## src/rtl/beat_pingpong_buffer.sv

```systemverilog
// Double-buffered beatmap store: a writer fills the back bank while a paced
// reader plays the front bank; the banks exchange once the back bank is full.
module beat_pingpong_buffer #(
  parameter int DATA_W = 8,
  parameter int DEPTH  = 32,
  parameter int ADDR_W = 5,
  parameter int DIV    = 50,
  parameter int LOOP   = 0
) (
  input  logic              clk,
  input  logic              resetn,
  input  logic              wr_valid,
  input  logic [DATA_W-1:0] wr_data,
  output logic              wr_ready,
  output logic [DATA_W-1:0] rd_data,
  output logic              rd_valid,
  output logic              underrun,
  output logic              swap,
  output logic              bank_sel
);

  localparam int                CNT_W   = $clog2(DIV);
  localparam logic [CNT_W-1:0]  CNT_MAX = CNT_W'(DIV - 1);
  localparam logic [ADDR_W-1:0] PTR_MAX = ADDR_W'(DEPTH - 1);

  // Both banks share one array; the MSB of the index is the bank number.
  logic [DATA_W-1:0] mem_q [2*DEPTH];

  logic [CNT_W-1:0]  cnt_q, cnt_d;
  logic              bank_sel_q, bank_sel_d;
  logic              front_valid_q, front_valid_d;
  logic              back_full_q, back_full_d;
  logic [ADDR_W-1:0] rd_ptr_q, rd_ptr_d;
  logic [ADDR_W-1:0] wr_ptr_q, wr_ptr_d;
  logic [DATA_W-1:0] rd_data_q, rd_data_d;
  logic              rd_valid_q, rd_valid_d;
  logic              underrun_q, underrun_d;
  logic              swap_q, swap_d;

  logic tick, wr_en, rd_en, swap_en;

  always_comb begin
    tick    = (cnt_q == CNT_MAX);
    wr_en   = wr_valid && !back_full_q;
    rd_en   = tick && front_valid_q;
    swap_en = back_full_q && !front_valid_q;

    cnt_d         = tick ? '0 : cnt_q + 1'b1;
    bank_sel_d    = bank_sel_q;
    front_valid_d = front_valid_q;
    back_full_d   = back_full_q;
    rd_ptr_d      = rd_ptr_q;
    wr_ptr_d      = wr_ptr_q;
    rd_data_d     = rd_data_q;
    rd_valid_d    = 1'b0;
    underrun_d    = tick && !front_valid_q;
    swap_d        = swap_en;

    if (wr_en) begin
      wr_ptr_d = wr_ptr_q + 1'b1;
      if (wr_ptr_q == PTR_MAX) begin
        back_full_d = 1'b1;
        wr_ptr_d    = '0;
      end
    end

    if (rd_en) begin
      rd_data_d  = mem_q[{bank_sel_q, rd_ptr_q}];
      rd_valid_d = 1'b1;
      rd_ptr_d   = rd_ptr_q + 1'b1;
      // In loop mode the front bank keeps replaying until a new frame is ready.
      if (rd_ptr_q == PTR_MAX && (LOOP == 0 || back_full_q))
        front_valid_d = 1'b0;
    end

    // rd_en and swap_en are mutually exclusive via front_valid; wr_en and
    // swap_en via back_full, so the swap overrides nothing in flight.
    if (swap_en) begin
      bank_sel_d    = !bank_sel_q;
      front_valid_d = 1'b1;
      back_full_d   = 1'b0;
      rd_ptr_d      = '0;
      wr_ptr_d      = '0;
    end
  end

  always_ff @(posedge clk or negedge resetn) begin
    if (!resetn) begin
      cnt_q         <= '0;
      bank_sel_q    <= 1'b0;
      front_valid_q <= 1'b0;
      back_full_q   <= 1'b0;
      rd_ptr_q      <= '0;
      wr_ptr_q      <= '0;
      rd_data_q     <= '0;
      rd_valid_q    <= 1'b0;
      underrun_q    <= 1'b0;
      swap_q        <= 1'b0;
    end else begin
      cnt_q         <= cnt_d;
      bank_sel_q    <= bank_sel_d;
      front_valid_q <= front_valid_d;
      back_full_q   <= back_full_d;
      rd_ptr_q      <= rd_ptr_d;
      wr_ptr_q      <= wr_ptr_d;
      rd_data_q     <= rd_data_d;
      rd_valid_q    <= rd_valid_d;
      underrun_q    <= underrun_d;
      swap_q        <= swap_d;
    end
  end

  // Storage is deliberately not reset; only flags and pointers are.
  always_ff @(posedge clk) begin
    if (wr_en)
      mem_q[{!bank_sel_q, wr_ptr_q}] <= wr_data;
  end

  assign wr_ready = !back_full_q;
  assign rd_data  = rd_data_q;
  assign rd_valid = rd_valid_q;
  assign underrun = underrun_q;
  assign swap     = swap_q;
  assign bank_sel = bank_sel_q;

endmodule

```

## config.mk

```make
export PLATFORM = sky130hd
export DESIGN_NAME = beat_pingpong_buffer
export DESIGN_NICKNAME = d
export VERILOG_FILES = /design/src/rtl/beat_pingpong_buffer.sv
export SDC_FILE = /design/constraint.sdc
export NUM_CORES = 1
export LEC_CHECK = 0
export CAP_MARGIN = 15
export CORE_UTILIZATION = 65
export DETAILED_ROUTE_END_ITERATION = 8
export GPL_TIMING_DRIVEN = 0
export PLACE_DENSITY = 0.9
export SLEW_MARGIN = 15
export SYNTH_ARGS = -nofsm -noshare
export SYNTH_HDL_FRONTEND = slang
export SYNTH_SLANG_ARGS = --single-unit
```

## constraint.sdc

```tcl
create_clock -name clk -period 4.75 [get_ports clk]
set_input_delay 0.7125 -clock clk [delete_from_list [all_inputs] [get_ports clk]]
set_output_delay 0.7125 -clock clk [all_outputs]
set_load 0.1 [all_outputs]
```

==> impl_results.md <==
* CTS resizes at 0
* Final WL at 49.7 mm
* Starting DRT DRC Count at 1562
* Post-route ant nets at 0
* Synth warn at 0
* R2R cell count at 4
* Post-synth ARST share at 0.0554
* Worst Path Required at 4.94 ns
* FF-to-FF setup slack at 1.82 ns
* DR vias/cell at 6.87
* Drc violations at 0
* Vias in the first global route at 11500
* Unique masters post-synth at 53
* Post-synth top flop: edfxtp_1
* Die Ht at 184 um
* Crit path kind: input port to flip-flop
* Via count at 11600
* HP Class: input port to async pin
* Post-route minimum period at 3.35 ns
* Worst EP arrival at 3.54 ns
* Placed cell areas at 22400 um^2
* Clock buffer count from CTS at 52
* Worst slew pin tran at 1.00 ns
* Die Wd at 184 um
* Pwr/cell area at 415 nW/um^2
* Tcrit/Tclk final at 0.705
* Finished Cell Area at 24100 um^2
* Final nets at 1214
* Maximum clock frequency at 299 MHz
* Post-CTS Setup Repair Bufs at 0
* Relative slew slack at 0.330
* CP startpoint kind: input port
* Top Metal Used: met4
* Final setup fails at 0
* Max Buffers Root-to-Sink at 3
* Critical Path Fanout Max at 10
* Core ar. at 32500 um^2
* Drt first pass iters at 6
* Largest net degree at the start of global routing at 45
* Grt ovf at 0
* H-tree levels at 2
* Initial antenna violation count at 0
* GRT Total Usage at 0.304
* Worst r2r dst: mem_q[30][4]
* Root Buffer: clkbuf_16
* Final Wtd Congestion at 0.930
* MaxCap Viol Count at 0
* Hold buffer count at cts at 0
* Wire per inst at 29.5 um
* Skew-Pair Late Insertion Delay at 0.57 ns
* # IOs at 24
* Reg-to-Reg Start: wr_ptr_q[0]
* Die Footprint at 33800 um^2
* IR drop worst, VDD at 0.296 mV
* Num Clock Sinks at 542
* Row cnt at 66
* RSZ-0062 raised after global routing: no
* Mean post-synth cell area at 19.3 um^2
* Met3 wire length at 5.27 mm
* Initial core utilization at 0.660
* Mapped Nets at 1129
* Met2 WL post-DR at 24.3 mm
* Static leakage at 7.43 nW
* Hold Fails Final Rpt at 0
* CTS tree: built
* Synthesized flop and latch total at 542
* Port-buffer cells at 23
* Cells after synthesis at 1112
* Global-route wire length before repair at 72.9 mm
* HPWL Detailed at 31.1 mm
* Max Clock Skew at 0.0188 ns
* P&R area growth vs syn at 12.1%
* N_diodes at 0
* Post-synth EDFFs at 512
* Syn Std Cell Area at 21500 um^2
* Worst Setup End Kind: flip-flop
* Final TNS setup at 0 ns
* Status: complete, no violations
* Share of layout cells above drive strength 1 at 0.189
* Crit path from: wr_valid
* Clk slew on worst S/H paths at 0.06 ns
* DRT met1 WL at 18.0 mm
* Seq/Total Area, Yosys at 0.751
* Final slew viol count at 0
[cells by family after synthesis]
kind of cell	synth area share
fa+ha+maj	0.00350
simple gates	0.0372
buf+inv	0.0201
flops	0.751
xor+xnor	0.00204
compound gates	0.0396
mux	0.146
[worst max-delay path by stage]
stage | slack (ns) | end | depth (start not counted)
final | 1.40 | mem_q[23][0] | 4
after global routing | 1.46 | mem_q[23][4] | 4
after CTS | 1.51 | mem_q[23][0] | 4
after detailed placement | 0.95 | mem_q[23][0] | 4
after global placement | 1.0 | mem_q[23][2] | 4
after floorplan | 2.05 | mem_q[23][0] | 5
[synth_stat cells (3+ instances only)]
library cell	n	area [um^2]
dfrtp_1	30	751
nand2_1	37	139
clkbuf_1	13	48.8
inv_1	6	22.5
nand4_1	3	18.8
mux4_2	78	1760
nor2b_1	5	31.3
nand3_1	19	95.1
nor2_1	79	297
buf_12	3	60.1
mux2_2	16	180
o22ai_1	9	56.3
xnor2_1	3	26.3
buf_1	9	33.8
and2_1	4	25.0
o221ai_1	8	70.1
nand2b_1	3	18.8
a22o_1	16	140
buf_2	13	65.1
o21ai_0	9	45.0
o211ai_1	8	60.1
buf_6	9	101
and3_1	3	18.8
mux2i_1	115	1150
buf_4	10	75.1
a21boi_0	8	60.1
or3_1	4	25.0
a32oi_1	17	149
a221oi_1	7	61.3
a31oi_1	9	56.3
ha_1	6	75.1
a22oi_1	16	120
edfxtp_1	512	15400
[metal layers]
metal  vias up  global-route usage
met5         -                   0
met4         0               0.123
met3       159              0.0622
met2       878               0.493
met1      5831               0.410
li1       4701                   -
[stage by stage]
step / setup WS, ns / util / power (mW) / instances / hold slack [ns]
3_5_place_dp: 0.950 / 0.688 / 6.02 / 1585 / 0.509
6_report: 1.40 / 0.739 / 9.99 / 1683 / 0.210
4_1_cts: 1.51 / 0.739 / 9.97 / 1683 / 0.215
3_3_place_gp: 0.997 / 0.684 / 5.98 / 1577 / 0.493
5_1_grt: 1.46 / 0.739 / 10.2 / 1683 / 0.254
2_1_floorplan: 2.05 / - / 5.76 / 1112 / 0.417
[area by class of cell]
cell class              instances  area, um^2
clock inverters                27         229
clock buffers                  71        1450
plain buffers                  59         404
flip-flops and latches        542       16100
well taps                     442         553
repair buffers                 31         368
fillers                      1763        8480
multi-input cells             504        4910
inverters                       7        26.3
[cell usage in the layout, fill, tap and decap left out, types with 10 or more instances in the layout]
| master | Yosys | final |
|---|---|---|
| mux2_2 | 16 | 16 |
| clkbuf_1 | 13 | 27 |
| buf_2 | 13 | 22 |
| nand2_1 | 37 | 37 |
| mux2i_1 | 115 | 115 |
| a22oi_1 | 16 | 16 |
| clkdlybuf4s50_1 | 0 | 14 |
| nand3_1 | 19 | 19 |
| dfrtp_1 | 30 | 30 |
| a22o_1 | 16 | 16 |
| clkinv_2 | 0 | 13 |
| buf_4 | 10 | 10 |
| nor2_1 | 79 | 79 |
| mux4_2 | 78 | 78 |
| edfxtp_1 | 512 | 512 |
| a32oi_1 | 17 | 17 |
| clkbuf_16 | 0 | 54 |
[power by group]
group / internal, mW / total, mW / switching, mW / leakage [nW]
Combinational: 0.113 / 0.520 / 0.407 / 1.62
Clock: 2.30 / 4.04 / 1.74 / 0.824
Sequential: 5.37 / 5.43 / 0.0567 / 5.00
Total: 7.79 / 9.99 / 2.20 / 7.43
[critical path, cell delays in order]
cell	delay [ns]
clkdlybuf4s50_1	0.51
clkbuf_1	0.44
nand4_1	0.85
nor2_1	1.03
[registers in the layout, summed over array words and instances, names as in the netlist, 5 cells and up]
name	count
rd_data	8
cnt_q	6
mem_q	512
rd_ptr_q	5
wr_ptr_q	5
(Power assumes the default switching activity.)
